## src/rtl/ro_scheduler_pkg.sv

```systemverilog
// Shared definitions for the readout slot scheduler: the run/hold
// control encoding and the trailing-ones decode that picks the slot owner.
package ro_scheduler_pkg;

  localparam int MAX_CORES  = 16;
  localparam int SLOT_IDX_W = 5;

  typedef enum logic {
    HOLD = 1'b0,
    RUN  = 1'b1
  } ctrl_state_t;

  // Number of trailing ones among the low 'width' bits of value, which is
  // also the index of the Gray bit that toggles when value increments.
  // A value that is all ones over 'width' bits returns 'width' (idle slot).
  function automatic logic [SLOT_IDX_W-1:0] trailing_ones(
    input logic [MAX_CORES-1:0] value,
    input int                   width
  );
    logic [SLOT_IDX_W-1:0] count;
    count = SLOT_IDX_W'(width);
    for (int i = MAX_CORES - 1; i >= 0; i--) begin
      if (i < width && !value[i]) count = SLOT_IDX_W'(i);
    end
    return count;
  endfunction

endpackage

```

## src/rtl/ro_slot_counter.sv

```systemverilog
// Binary slot counter with registered Gray output. The slot owner for the
// current cycle is the Gray bit that flips on the next increment.
module ro_slot_counter
  import ro_scheduler_pkg::*;
#(
  parameter int NUM_CORES = 8,
  parameter int SLOT_W    = 3
) (
  input  logic                 clk_master,
  input  logic                 rstb,
  input  logic                 advance,
  output logic                 slot_idle,
  output logic [SLOT_W-1:0]    slot_index,
  output logic [NUM_CORES-1:0] gray_count
);

  logic [NUM_CORES-1:0]  count;
  logic [NUM_CORES-1:0]  count_next;
  logic [MAX_CORES-1:0]  padded;
  logic [SLOT_IDX_W-1:0] ones;

  // Decode the slot owner from the pre-increment count.
  always_comb begin
    padded                  = '0;
    padded[NUM_CORES-1:0]   = count;
    ones                    = trailing_ones(padded, NUM_CORES);
    count_next              = count + NUM_CORES'(1);
    slot_idle               = (ones == SLOT_IDX_W'(NUM_CORES));
    slot_index              = slot_idle ? '0 : ones[SLOT_W-1:0];
  end

  // Advance the counter and its Gray image together so they never disagree.
  always_ff @(posedge clk_master) begin
    if (!rstb) begin
      count      <= '0;
      gray_count <= '0;
    end else if (advance) begin
      count      <= count_next;
      gray_count <= count_next ^ (count_next >> 1);
    end
  end

endmodule

```

## src/rtl/ro_scheduler.sv

```systemverilog
// Gray-code TDM readout scheduler: cores share one event bus, core k owning
// every 2^(k+1)-th slot. Events are held pending until their core's slot,
// and a second event arriving on a still-pending bit flags an overrun.
module ro_scheduler
  import ro_scheduler_pkg::*;
#(
  parameter int NUM_CORES = 8,
  parameter int SLOT_W    = 3
) (
  input  logic                 clk_master,
  input  logic                 rstb,
  input  logic                 enable,
  input  logic                 clear_overrun,
  input  logic [NUM_CORES-1:0] in_eve,
  input  logic [NUM_CORES-1:0] in_pol_eve,
  output logic                 out_eve,
  output logic                 out_pol_eve,
  output logic                 slot_valid,
  output logic [SLOT_W-1:0]    slot_id,
  output logic                 frame_start,
  output logic [NUM_CORES-1:0] gray_count,
  output logic [NUM_CORES-1:0] overrun
);

  ctrl_state_t          state;
  ctrl_state_t          next_state;
  logic                 advance;
  logic                 slot_idle;
  logic [SLOT_W-1:0]    slot_index;
  logic [NUM_CORES-1:0] pend_eve;
  logic [NUM_CORES-1:0] pend_pol_eve;
  logic [NUM_CORES-1:0] grant_mask;
  logic [NUM_CORES-1:0] next_pend_eve;
  logic [NUM_CORES-1:0] next_pend_pol_eve;
  logic [NUM_CORES-1:0] next_overrun;
  logic                 next_slot_valid;
  logic [SLOT_W-1:0]    next_slot_id;
  logic                 next_frame_start;
  logic                 next_out_eve;
  logic                 next_out_pol_eve;

  ro_slot_counter #(
    .NUM_CORES (NUM_CORES),
    .SLOT_W    (SLOT_W)
  ) u_slot_counter (
    .clk_master (clk_master),
    .rstb       (rstb),
    .advance    (advance),
    .slot_idle  (slot_idle),
    .slot_index (slot_index),
    .gray_count (gray_count)
  );

  // Run/hold control plus the grant, pending and overrun decisions for this edge.
  always_comb begin
    next_state = state;
    case (state)
      HOLD:    if (enable)  next_state = RUN;
      RUN:     if (!enable) next_state = HOLD;
      default: next_state = HOLD;
    endcase
    advance           = (next_state == RUN);
    next_slot_valid   = advance && !slot_idle;
    next_slot_id      = next_slot_valid ? slot_index : '0;
    next_frame_start  = advance && slot_idle;
    grant_mask        = next_slot_valid ? (NUM_CORES'(1) << slot_index) : '0;
    next_out_eve      = |((pend_eve | in_eve) & grant_mask);
    next_out_pol_eve  = |((pend_pol_eve | in_pol_eve) & grant_mask);
    next_pend_eve     = (pend_eve | in_eve) & ~grant_mask;
    next_pend_pol_eve = (pend_pol_eve | in_pol_eve) & ~grant_mask;
    next_overrun      = (overrun & ~{NUM_CORES{clear_overrun}})
                      | (((in_eve & pend_eve) | (in_pol_eve & pend_pol_eve)) & ~grant_mask);
  end

  // Register control state, pending events, overrun flags and bus outputs.
  always_ff @(posedge clk_master) begin
    if (!rstb) begin
      state        <= HOLD;
      pend_eve     <= '0;
      pend_pol_eve <= '0;
      overrun      <= '0;
      slot_valid   <= 1'b0;
      slot_id      <= '0;
      frame_start  <= 1'b0;
      out_eve      <= 1'b0;
      out_pol_eve  <= 1'b0;
    end else begin
      state        <= next_state;
      pend_eve     <= next_pend_eve;
      pend_pol_eve <= next_pend_pol_eve;
      overrun      <= next_overrun;
      slot_valid   <= next_slot_valid;
      slot_id      <= next_slot_id;
      frame_start  <= next_frame_start;
      out_eve      <= next_out_eve;
      out_pol_eve  <= next_pol_eve_sel();
    end
  end

  function automatic logic next_pol_eve_sel();
    return next_out_pol_eve;
  endfunction

endmodule

```

## config.mk

```make
export PLATFORM = sky130hd
export DESIGN_NAME = ro_scheduler
export DESIGN_NICKNAME = d
export VERILOG_FILES = /design/src/rtl/ro_scheduler_pkg.sv /design/src/rtl/ro_slot_counter.sv /design/src/rtl/ro_scheduler.sv
export SDC_FILE = /design/constraint.sdc
export NUM_CORES = 1
export LEC_CHECK = 0
export CORE_ASPECT_RATIO = 1.75
export CORE_MARGIN = 5
export CORE_UTILIZATION = 39
export DETAILED_ROUTE_END_ITERATION = 10
export PLACE_DENSITY = 0.68
export SLEW_MARGIN = 20
export SYNTH_ARGS = -nofsm -noshare
export SYNTH_HDL_FRONTEND = slang
export SYNTH_HIERARCHICAL = 1
export SYNTH_SLANG_ARGS = --single-unit
export TNS_END_PERCENT = 30
```

## constraint.sdc

```tcl
create_clock -name clk_master -period 5.77 [get_ports clk_master]
set_clock_uncertainty 0.2 [all_clocks]
set_input_delay 1.154 -clock clk_master [delete_from_list [all_inputs] [get_ports clk_master]]
set_output_delay 1.154 -clock clk_master [all_outputs]
set_load 0.005 [all_outputs]
```

==> results of run 1 <==
## cell type report
| class | count | area, um^2 | area share |
|---|---|---|---|
| multi-input combinational | 195 | 1150 | 0.417 |
| sequential | 46 | 921 | 0.335 |
| timing repair buffer | 43 | 428 | 0.156 |
| tap | 76 | 95.1 | 0.0346 |
| clock buffer | 5 | 68.8 | 0.0250 |
| clock inverter | 3 | 68.8 | 0.0250 |
| inverter | 6 | 22.5 | 0.00819 |
## kinds of logic after synthesis
logic type,after synthesis,synth area share
and+or+nand+nor,113,0.263
buffers and inverters,23,0.0533
muxes,3,0.0138
DFF,46,0.422
AOI/OAI and AO/OA,70,0.210
adders and majority gates,1,0.00573
xor gates and xnor gates,8,0.0321
## per-layer routing
layer	vias up	routed length (um)	track usage
met3	12	256	0.0330
met1	913	1900	0.152
met5	-	0	0
met2	61	2730	0.280
li1	992	-	-
met4	0	99	0.0523
## worst max-delay path, delay by kind of cell
kind	cells	cell delay [ns]
buffers and inverters	1	0.96
AO/OA/AOI/OAI	2	0.42
AND/OR/NAND/NOR	2	0.88
## layout by cell type (no fill, tap or decap), types with 3 or more instances in the layout
cell type	count
or3_1	4
a31oi_1	5
and3_1	5
clkbuf_8	5
nand2_1	14
o22ai_1	3
a21oi_1	14
a211oi_1	4
a22oi_1	5
nor3_1	7
xnor2_1	6
nand3_1	6
nor2_1	45
o21ai_0	16
o21a_1	6
nor2b_1	14
dfxtp_1	46
clkdlybuf4s50_1	42
nand4_1	6
inv_1	6
mux2i_1	3
## flip-flops by register name, indices dropped and copies added (netlist names)
name                       flops
out_pol_eve                    1
out_eve                        1
slot_id                        3
u_slot_counter/count           7
pend_eve                       8
slot_valid                     1
overrun                        8
frame_start                    1
u_slot_counter/gray_count      8
pend_pol_eve                   8
## per-stage QoR
stage / hold slack, ns / std cells / worst slack (ns) / utilization
2_1_floorplan: 0.246 / 264 / 3.52 / -
3_3_place_gp: 0.265 / 366 / 2.18 / 0.475
3_5_place_dp: 0.268 / 366 / 2.06 / 0.475
4_1_cts: 0.288 / 374 / 2.37 / 0.500
5_1_grt: 0.322 / 374 / 2.18 / 0.500
6_report: 0.285 / 374 / 2.39 / 0.500
## power by group
| part | internal [mW] | switching [mW] |
|---|---|---|
| Sequential | 0.337 | 0.0138 |
| Combinational | 0.0539 | 0.0451 |
| Clock | 0.173 | 0.106 |
## path summary, 6_finish.rpt
kind / start / to / slack [ns] / cells past startpoint
worst max-delay path: enable / out_eve / 2.39 / 5
worst min-delay path: pend_pol_eve[7] / pend_pol_eve[7] / 0.29 / 2
worst max register to register: u_slot_counter/count[0] / out_eve / 2.90 / 6
worst min register to register: pend_pol_eve[7] / pend_pol_eve[7] / 0.29 / 2
==> metrics.cfg, run 1 <==
[outcome]
status = finished, final reports clean

[clock_tree]
ctsResizeCount = 0
numClockSinks = 46
cts_setup_buffers = 0
root_buffer = clkbuf_8
h-tree-depth = 2
clock_tree.buffer_depth = 2
cts_tree = yes
clock_latency_ns = 0.29
postCtsHoldBufs = 0
clkTransAtPathRegs_ns = 0.09
numCtsBuffers = 5

[logic_synthesis]
synthCells = 264
async_flop_share = 0
synth_edf_count = 0
syn_area_mm2 = 0.00218
yosys.area.top_type = dfxtp_1
synth_top_area_frac = 0.422
yosysWarnings = 6
ys_seq_area_frac = 0.422
syn_nets = 285
synthTopCellsByCount = dfxtp_1, nor2_1, o21ai_0
ys_ff_latch = 46
synthFlopType = dfxtp_1
avgSynthCellArea_um2 = 8.27
synth_cell_types = 45
synth.area.top_cells = dfxtp_1, nor2_1, nor2b_1
yosysMostFrequentCell = dfxtp_1

[die]
initial_core_util = 0.397
die-height_um = 109
die_w_um = 66.6
dieArea_mm2 = 0.00725
fp-row-count = 36
coreArea_mm2 = 0.00550
io_pins = 43

[power_and_ir_drop]
ir_drop_v = 0.000229
cellLeakagePower_nw = 1.03
power_uw = 729
power_density_mw_per_mm2 = 265

[timing]
drv_slew = 0
setup-tns-final_ns = 0
slew_headroom = 0.398
worst_slew_pin_slew_ns = 0.899
fin_crit_ns = 3.38
fmax_mhz = 296
rsz0062_at_grt = no
fin_crit_sh = 0.585
hold_violations = 0
setup_violations = 0

[layout]
stdcell_area_mm2 = 0.00275
area_growth_pct = 26.0
antenna_cells = 0
nets = 318
n_fill_cell = 566
drive_above_1_share = 0.0436

[global_route]
track_usage = 0.147
gr-total-overflow = 0
antenna_found_initial = 0
grt_pass1_wl_um = 8330
grt_pass1_vias = 1888
grt_max_degree = 28

[route]
dr.pass1.iters = 5
drt_iter0_drc = 155
vias = 1978
wl_um = 4990
viasPerCell = 5.29
ant_nets = 0
drc_errors = 0
wire_per_inst_um = 13.3

[worst_setup_path]
start_kind = primary input
required_ns = 5.82
cp.arrival_ns = 3.42
worstPathCellList = clkdlybuf4s50_1 -> nor2b_1 -> nand4_1 -> o22ai_1 -> o31a_1
path_max_fanout = 22
end_kind = register
critPathMaxStageDelay_ns = 0.96
worst_path_max_delay_cell = clkdlybuf4s50_1
critical_path_class = in -> reg

[run]
drv_cap = 0

[placed_design]
placed_area_mm2 = 0.00261
dp_hpwl_um = 3740
io_buffers = 42
place_congestion = 0.781

[worst_hold_path]
min_path_type = reg -> reg

(Power assumes the default switching activity.)
==> inputs of run 2 (changes only) <==
==> constraint.sdc (replaced) <==
create_clock -name clk_master -period 3.55 [get_ports clk_master]
set_clock_uncertainty 0.2 [all_clocks]
set_input_delay 0.71 -clock clk_master [delete_from_list [all_inputs] [get_ports clk_master]]
set_output_delay 0.71 -clock clk_master [all_outputs]
set_load 0.005 [all_outputs]
==> metrics.cfg, run 2 (synthesis results as in run 1) <==
[route]
dr.pass1.iters = 7
viasPerCell = 5.31
wl_um = 5150
vias = 2008
drc_errors = 0
ant_nets = 0
wire_per_inst_um = 13.6
drt_iter0_drc = 118

[timing]
setup_violations = 0
worst_slack_ns = 1.01
setup-tns-final_ns = 0
worst_slew_pin_slew_ns = 0.684
fin_crit_sh = 0.715
drv_slew = 0
fmax_mhz = 394
slew_headroom = 0.542
fin_crit_ns = 2.54
rsz0062_at_grt = no
hold_violations = 0

[clock_tree]
cts_tree = yes
clkTransAtPathRegs_ns = 0.08
root_buffer = clkbuf_8
clock_latency_ns = 0.29
ctsResizeCount = 0
numClockSinks = 46
clock_tree.buffer_depth = 2
cts_setup_buffers = 0
h-tree-depth = 2
postCtsHoldBufs = 0
numCtsBuffers = 5

[die]
dieArea_mm2 = 0.00725
initial_core_util = 0.397
die-height_um = 109
fp-row-count = 36
io_pins = 43
coreArea_mm2 = 0.00550
die_w_um = 66.6

[power_and_ir_drop]
cellLeakagePower_nw = 1.05
ir_drop_v = 0.000231
power_density_mw_per_mm2 = 434

[global_route]
grt_pass1_vias = 1951
track_usage = 0.150
grt_pass1_wl_um = 8560
grt_max_degree = 28
antenna_found_initial = 0
gr-total-overflow = 0

[layout]
drive_above_1_share = 0.0563
antenna_cells = 0
area_growth_pct = 27.6
nets = 322
layout_commonest_cell = dfxtp_1
postLayoutCoreUtil = 0.507
final_cell_mix = dfxtp_1, nor2_1, clkdlybuf4s50_1

[worst_setup_path]
required_ns = 3.54
critical_path_class = reg -> reg
end_kind = register
cp.arrival_ns = 2.52
path_max_fanout = 14
start_kind = register
ff2ff_path_depth = 5

[placed_design]
post-place-ws_ns = 0.859
place_congestion = 0.810
dp_hpwl_um = 3820
io_buffers = 42

[worst_hold_path]
whs_path_depth = 2
min_path_type = reg -> reg

[outcome]
status = finished, final reports clean

[run]
drv_cap = 0

-- run 2: cell types whose count changed in the layout (fill, tap and decap cells not counted), sizes merged --
cell,delta
buf,+4
clkinv,-1
clkbuf,+1
-- run 2: worst paths after layout --
path | startpoint | endpoint | slack, ns
worst max-delay path | u_slot_counter/count[2] | out_eve | 1.01
worst min-delay path | u_slot_counter/gray_count[3] | u_slot_counter/gray_count[3] | 0.29
worst max register to register | u_slot_counter/count[2] | out_eve | 1.01
worst min register to register | u_slot_counter/gray_count[3] | u_slot_counter/gray_count[3] | 0.29
-- run 2: per-stage QoR --
stage	cells	cell area [um^2]	hold slack [ns]	power, mW
after detailed placement	370	2640	0.280	0.748
after global placement	370	2640	0.264	0.746
after CTS	378	2790	0.292	1.22
after floorplan	264	2180	0.246	0.669
final	378	2790	0.288	1.21
after global routing	378	2790	0.309	1.27
-- run 2: area by class of cell --
cell class,instances,area [um^2]
tap,76,95.1
fill,581,2710
inverter,6,22.5
clock buffer,6,82.6
timing repair buffer,47,458
sequential,46,921
clock inverter,2,60.1
multi-input combinational,195,1150
-- run 2: worst max-delay path: stages (launching register included) --
cell and delay, ns:
dfxtp_1 0.61, nand4_1 0.23, nor2_1 0.59, o21ai_0 0.23
a41o_1 0.28, o31a_1 0.29
-- run 2: power breakdown --
group / internal, mW / switching, mW
registers: 0.547 / 0.0194
clock network: 0.300 / 0.173
logic: 0.0908 / 0.0777
total: 0.938 / 0.270
-- run 2: layer usage --
layer	global-route usage	wire length (um)	up-vias
li1	-	-	1007
met1	0.152	1970	927
met2	0.288	2770	60
met3	0.0320	279	14
met4	0.0581	134	0
met5	0	0	-
==> inputs of run 3 (changes only) <==
--- a/config.mk
+++ b/config.mk
@@ -9,7 +9,7 @@
 export CORE_MARGIN = 5
 export CORE_UTILIZATION = 39
 export DETAILED_ROUTE_END_ITERATION = 10
-export PLACE_DENSITY = 0.68
+export PLACE_DENSITY = 0.71
 export SLEW_MARGIN = 20
 export SYNTH_ARGS = -nofsm -noshare
 export SYNTH_HDL_FRONTEND = slang
==> constraint.sdc (replaced) <==
create_clock -name clk_master -period 2.1 [get_ports clk_master]
set_clock_uncertainty 0.2 [all_clocks]
set_input_delay 0.42 -clock clk_master [delete_from_list [all_inputs] [get_ports clk_master]]
set_output_delay 0.42 -clock clk_master [all_outputs]
set_load 0.005 [all_outputs]
==> metrics.cfg, run 3 (synthesis results as in run 1) <==
[route]
drt_iter0_drc = 117
ant_nets = 0
viasPerCell = 5.23
wire_per_inst_um = 14.3
dr.pass1.iters = 4
drc_errors = 0
wl_um = 5870
vias = 2148

[layout]
postLayoutCoreUtil = 0.565
stdcell_area_mm2 = 0.00311
layout_commonest_cell = nor2_1
antenna_cells = 0
final_cell_mix = nor2_1, dfxtp_1, clkdlybuf4s50_1
drive_above_1_share = 0.209
nets = 355
n_fill_cell = 538
area_growth_pct = 42.2
fin_cells = 411

[clock_tree]
clkTransAtPathRegs_ns = 0.09
clock_latency_ns = 0.30
postCtsHoldBufs = 0
cts_tree = yes
numClockSinks = 46
h-tree-depth = 2
numCtsBuffers = 5
root_buffer = clkbuf_8
clock_tree.buffer_depth = 2

[global_route]
gr-total-overflow = 0
grt_pass1_vias = 2100
track_usage = 0.167
antenna_found_initial = 0
grt_max_degree = 16
grt_pass1_wl_um = 9400

[placed_design]
dp_hpwl_um = 4360
dp_cells = 394
post-place-ws_ns = -0.0670
place_congestion = 0.887
io_buffers = 42
placed_area_mm2 = 0.00283

[timing]
hold_violations = 0
worst_slack_ns = 0.0709
fin_crit_sh = 0.966
slew_headroom = 0.756
fmax_mhz = 493
worst_slew_pin_slew_ns = 0.365
drv_slew = 0
fin_crit_ns = 2.03
setup-tns-final_ns = 0
hold_slack_ns = 0.288
setup_violations = 0

[worst_setup_path]
path_max_fanout = 6
crit_buf_inv = 1
critPathMaxStageDelay_ns = 0.32
worst_path_max_delay_cell = dfxtp_2
required_ns = 2.10
worstPathCellList = nor2b_4 -> o21ai_1 -> a21bo_2 -> a21boi_4 -> buf_6 -> nor3_4 -> a211oi_1 -> a41o_1 -> o31a_1
critical_path_class = reg -> reg
end_kind = register
cp.arrival_ns = 2.03
start_kind = register
critPathTopFamily = compound AO/OA/AOI/OAI gates

[die]
die_w_um = 66.6
initial_core_util = 0.397
io_pins = 43
fp-row-count = 36
coreArea_mm2 = 0.00550
die-height_um = 109
dieArea_mm2 = 0.00725

[worst_hold_path]
min_path_type = reg -> reg

[power_and_ir_drop]
cellLeakagePower_nw = 1.23
power_density_mw_per_mm2 = 595
power_mw = 1.85
ir_drop_v = 0.000279

[run]
drv_cap = 0

[outcome]
status = finished, final reports clean

run 3: worst reg2reg max path, cell delays in order, from the launching register on:
cell and delay, ns:
dfxtp_2 0.32, nor2b_4 0.12, o21ai_1 0.12, a21bo_2 0.16, a21boi_4 0.08, buf_6 0.14
nor3_4 0.20, a211oi_1 0.07, a41o_1 0.22, o31a_1 0.28
run 3: routing by layer:
metal	up-vias	GRT usage	routed length, um
met5	-	0	0
met4	0	0.0727	251
met2	59	0.320	3170
li1	1072	-	-
met1	1001	0.170	2220
met3	16	0.0289	227
run 3: timing repair:
action                                  in CTS  in global routing
buffers inserted                             0                  8
endpoints found under the setup margin       2                 15
gates resized for setup                      4                 28
gates cloned                                 0                  1
pin swaps                                    0                 11
run 3: final cells by class:
cell class | instances | area [um^2] | area share
clock buffer | 5 | 68.8 | 0.0222
tap | 76 | 95.1 | 0.0306
multi-input combinational | 195 | 1250 | 0.402
inverter | 6 | 22.5 | 0.00725
timing repair buffer | 80 | 722 | 0.232
clock inverter | 3 | 21.3 | 0.00685
sequential | 46 | 926 | 0.298
run 3: worst paths after layout:
check	from	endpoint	slack [ns]	depth (start not counted)
hold reg to reg	pend_pol_eve[7]	pend_pol_eve[7]	0.29	2
setup / recovery	u_slot_counter/count[6]	out_pol_eve	0.07	9
hold / removal	pend_pol_eve[7]	pend_pol_eve[7]	0.29	2
setup reg to reg	u_slot_counter/count[6]	out_pol_eve	0.07	9
run 3: power by group:
part	internal, mW	total, mW	switching, mW
combinational	0.192	0.349	0.158
sequential	0.925	0.955	0.0295
clock	0.234	0.545	0.311
total	1.35	1.85	0.498
==> variant 1 (config.mk and constraints of run 2) <==
Register the output `gray_count`; this adds one clock of latency there. The other outputs are not delayed to match.
--- a/src/rtl/ro_scheduler.sv
+++ b/src/rtl/ro_scheduler.sv
@@ -23,2 +23,4 @@
 );
+
+  logic [NUM_CORES-1:0] gray_count_d;
 
@@ -50,3 +52,3 @@
     .slot_index (slot_index),
-    .gray_count (gray_count)
+    .gray_count (gray_count_d)
   );
@@ -103,2 +105,6 @@
 
+  always_ff @(posedge clk_master) begin
+    gray_count <= gray_count_d;
+  end
+
 endmodule
Formal check against the unedited RTL: not equivalent (a bounded check fails within 4 cycles, from zero or initial values and one cycle with rstb low).
==> variant 1 against run 2 <==
  * Largest cell class unchanged
  * Largest power group unchanged
  * Clock power fell by 15%
  * Setup slack got worse by 56 ps
  * Count of clock-buffer cells in the layout did not move
  * First-iteration DRC count fell by 23%
  * Critical path type unchanged
  * Area after synthesis rose by 7.9%
  * Total power rose by 2.4%
  * Routed wire length rose by 9.7%
  * Design area rose by 5.1%
  * Critical endpoint is now out_pol_eve$_SDFF_PN0_
  * Final cell count rose by 2.9%
  * Via count rose by 2.1%
  * Sequential cell count rose by 8
==> variant 1: results (changes against run 2) <==
- Final HPWL DP: 4200 µm (was 3820 µm)
- Worst vdd ir: 0.205 mV (was 0.231 mV)
- Layout cell share with drive strength beyond 1: 6.11% (was 5.63%)
- Fillers: 592 (was 581)
- Slew @ Worst Pin: 711 ps (was 684 ps)
- Drt pass-1 iters: 4 (was 7)
- Min Hold Slack: 154 ps (was 288 ps)
- Compound-Gate Fraction of Synth Area: 19.5% (was 21.0%)
- Synth top cells by count: dfxtp_1 (54), nor2_1 (45), a21oi_1 (14), nand2_1 (14), nor2b_1 (14) (was dfxtp_1 (46), nor2_1 (45), o21ai_0 (16))
- Synth Area in XOR/XNOR: 2.97% (was 3.21%)
- DP Area: 2820 µm² (was 2640 µm²)
- Total track usage: 15.2% (was 15.0%)
- # placed instances: 381 (was 370)
- Final wirelength: 5650 µm (was 5150 µm)
- Outcome: completed (unchanged)
- DR vias/cell: 5.27 (was 5.31)
- Hold Startpoint: u_slot_counter/gray_count[5]$_SDFFE_PN0P_ (was u_slot_counter/gray_count[3]$_SDFFE_PN0P_)
- Top post-synthesis cells by area: dfxtp_1 (46%), nor2_1 (7.2%), nor2b_1 (3.7%) (was dfxtp_1 (42%), nor2_1 (7.7%), nor2b_1 (4.0%))
- FMAX: 385 MHz (was 394 MHz)
- Post-synthesis mux area share: 1.27% (was 1.38%)
- Critical path arrival: 2590 ps (was 2520 ps)
- Syn avg cell area: 8.66 µm² (was 8.27 µm²)
- Max Root-Sink Buffers: 2 (unchanged)
- Number of DRC markers in iteration 0: 91 (was 118)
- Pre-CTS setup slack: 899 ps (was 859 ps)
- Root buf cell: clkbuf_8 (unchanged)
- Clock transition at the registers of the reported paths: 100 ps (was 80 ps)
- Distinct cells, synth: 47 (was 45)
- R2r setup slk: 960 ps (was 1010 ps)
- Leakage: 1.10 nW (was 1.05 nW)
- Layout Cells excl Fill: 389 (was 378)
- Syn nets: 293 (was 285)
- Fin nets: 331 (was 322)
- Seq/Total Area, Yosys: 45.9% (was 42.2%)
- Synth Area in Adders: 0.531% (was 0.573%)
- Internal: 945 µW (was 938 µW)
- GPL Wtd Cong: 0.840 (was 0.810)
==> variant 1: cell types whose count changed in the layout (fill, tap and decap cells not counted), sizes merged <==
| cell | change |
|---|---|
| buf | +1 |
| clkinvlp | +1 |
| dfxtp | +8 |
| bufinv | -1 |
==> variant 1: cell type report <==
class                      count  area [µm²]  share of cell area [%]
inverter                       6        22.5                   0.769
tap                           78        97.6                    3.33
clock buffer                   6        72.6                    2.48
timing repair buffer          48         465                    15.9
clock inverter                 2        37.5                    1.28
sequential                    54        1080                    36.9
multi-input combinational    195        1150                    39.3
==> variant 1: power by group through the flow <==
| stage | Clock (mW) | Sequential [mW] | Combinational (mW) |
|---|---|---|---|
| 3_3_place_gp | 0 | 0.672 | 0.176 |
| 4_1_cts | 0.421 | 0.659 | 0.178 |
| 5_1_grt | 0.443 | 0.664 | 0.195 |
| 2_1_floorplan | 0 | 0.673 | 0.0964 |
| 6_report | 0.402 | 0.659 | 0.176 |
| 3_5_place_dp | 0 | 0.674 | 0.177 |
==> variant 1: path summary, 6_finish.rpt <==
path	cells past startpoint	to
max	5	out_pol_eve$_SDFF_PN0_
min	0	gray_count[5]$_DFF_P_
max reg2reg	5	out_pol_eve$_SDFF_PN0_
min reg2reg	0	gray_count[5]$_DFF_P_
==> variant 1: routing by layer <==
| layer | wire length (µm) | up-vias | part of all wire (%) | track usage [%] |
|---|---|---|---|---|
| met1 | 2180 | 966 | 39 | 15.5 |
| li1 | - | 1035 | - | - |
| met2 | 3150 | 44 | 56 | 28.7 |
| met5 | 0 | - | 0 | 0 |
| met3 | 229 | 6 | 4.1 | 2.78 |
| met4 | 94 | 0 | 1.7 | 6.25 |
==> variant 1: critical path, stage by stage (launching register included) <==
cell and delay [ps]:
dfxtp_1 610, nand4_1 250, nor2_1 620, o21ai_1 240
a41o_1 290, o31a_1 290
==> variant 2 (flow settings as in run 2) <==
Without the edit above. Reset style: asynchronous (`rstb`), changed in 2 clocked blocks.
--- a/src/rtl/ro_slot_counter.sv
+++ b/src/rtl/ro_slot_counter.sv
@@ -32,3 +32,3 @@
   // Advance the counter and its Gray image together so they never disagree.
-  always_ff @(posedge clk_master) begin
+  always_ff @(posedge clk_master or negedge rstb) begin
     if (!rstb) begin
--- a/src/rtl/ro_scheduler.sv
+++ b/src/rtl/ro_scheduler.sv
@@ -75,3 +75,3 @@
   // Register control state, pending events, overrun flags and bus outputs.
-  always_ff @(posedge clk_master) begin
+  always_ff @(posedge clk_master or negedge rstb) begin
     if (!rstb) begin
Function: differs if rstb is asserted again (counterexample within 4 cycles, from zero or initial values and one cycle with rstb low); with rstb held inactive, the same outputs for 10 cycles.
==> variant 2 against run 2 <==
  * First-iteration DRC count decreased by 41%
  * Routed wire length decreased by 12%
  * Design area decreased by 1.4%
  * Sequential cell count unchanged
  * Area after synthesis decreased by 0.80%
  * Setup slack improved by 120 ps
  * Global-route usage decreased by 1.6 points
  * Hold slack got worse by 84 ps
  * Highest routed layer unchanged
Power is not compared: it rests on default switching activity, and its combinational part moved more than twofold at a synthesized area within 25%.
==> variant 2: results (changes against run 2) <==
- Multi-input gates: 133 (was 195)
- DR WL/cell: 14.2 µm (was 13.6 µm)
- Largest net degree at the start of global routing: 47 (was 28)
- Switching Power: between 600 and 700 µW
- Post CTS Setup Buffer Count: 0 (unchanged)
- Seq/Total Area, Yosys: 53.1% (was 42.2%)
- Layout cell share with drive strength beyond 1: 9.47% (was 5.63%)
- Synth Area in XOR/XNOR: 6.35% (was 3.21%)
- # diodes: 0 (unchanged)
- Compound-Gate Fraction of Synth Area: 10.5% (was 21.0%)
- FFs w/ async S/R, synth: 100% (was 0%)
- Fin nets: 263 (was 322)
- Syn. warnings: 6 (unchanged)
- DR vias/cell: 4.97 (was 5.31)
- Worst vdd ir: 0.284 mV
- Non-CTS inverters: 12 (was 6)
- Post-synthesis mux area share: 6.87% (was 1.38%)
- R2r setup slk: 1130 ps (was 1010 ps)
- Distinct cells, synth: 42 (was 45)
- Syn nets: 222 (was 285)
- NonClk Buf Share: 15.8% (was 16.4%)
- Switching Share: between 30% and 40%
- HP Class: in -> async (was reg -> reg)
- Min Hold Slack: 203 ps (was 288 ps)
- Drt pass-1 iters: 4 (was 7)
- CP Max Fanout: 11 (was 14)
- Number of DRC markers in iteration 0: 70 (was 118)
- Reg2Reg Launch Point: u_slot_counter/count[2]$_DFFE_PN0P_ (was u_slot_counter/count[2]$_SDFFE_PN0P_)
- First-pass GRT wire length: 7360 µm (was 8560 µm)
- Pre-CTS setup slack: 1030 ps (was 859 ps)
- Synth top cells by count: dfrtp_1 (46), nor2_1 (41), inv_1 (12), o22ai_1 (11) (was dfxtp_1 (46), nor2_1 (45), o21ai_0 (16))
- Vias in the first global route: 1,602 (was 1,951)
- Fillers: 511 (was 581)
- Final clock-cell share: 4.01% (was 5.12%)
- DP Area: 2630 µm² (was 2640 µm²)
- GPL Wtd Cong: 0.753 (was 0.810)
- Period utilization: 68.3% (was 71.5%)
- Outcome: completed (unchanged)
- Worst flop-to-flop path endpoint: overrun[5]$_DFF_PN0_ (was out_eve$_SDFF_PN0_)
- TritonCTS Buffers: 5 (unchanged)
- Slowest-stage cell, CP: nor2_1 (was dfxtp_1)
- Register share of the cell area: 41.9% (was 33.1%)
- Syn avg cell area: 10.8 µm² (was 8.27 µm²)
- Top post-synthesis cells by area: dfrtp_1 (53%), nor2_1 (7.1%), xnor2_1 (3.6%) (was dfxtp_1 (42%), nor2_1 (7.7%), nor2b_1 (4.0%))
- Slew @ Worst Pin: 719 ps (was 684 ps)
- Final core utilization: 50.0% (was 50.7%)
- # placed instances: 311 (was 370)
- Synth Area in Adders: 0.578% (was 0.573%)
- Primary FF master, synth: dfrtp_1 (was dfxtp_1)
- Bufs w/o clock: 44 (was 47)
- Total track usage: 13.4% (was 15.0%)
- Final wirelength: 4530 µm (was 5150 µm)
- Final HPWL DP: 3370 µm (was 3820 µm)
- Critical path arrival: 2390 ps (was 2520 ps)
- Multi-input combinational area share: 33.2% (was 41.2%)
[variant 2: changes by cell type after synthesis, sizes merged, moves of 5 or more]
| cell | change |
|---|---|
| a21oi | -13 |
| dfrtp | +46 |
| o21ai | -12 |
| o22ai | +8 |
| o21a | -5 |
| nor2b | -13 |
| inv | +6 |
| dfxtp | -46 |
| nand2 | -5 |
[variant 2: metal layers]
| metal | part of all wire (%) | global-route usage [%] |
|---|---|---|
| met5 | 0 | 0 |
| met3 | 4.0 | 2.18 |
| met1 | 40 | 14.7 |
| met2 | 55 | 24.5 |
| met4 | 1.0 | 6.10 |
[variant 2: cells by family (layout without fill, tap and decap cells)]
family | Yosys count | count (layout)
XOR/XNOR | 14 | 14
flip-flops | 46 | 46
AO/OA/AOI/OAI | 34 | 34
buffers and inverters | 22 | 64
AND/OR/NAND/NOR | 75 | 75
multiplexers | 9 | 9
adder cells (fa/ha/maj) | 1 | 1
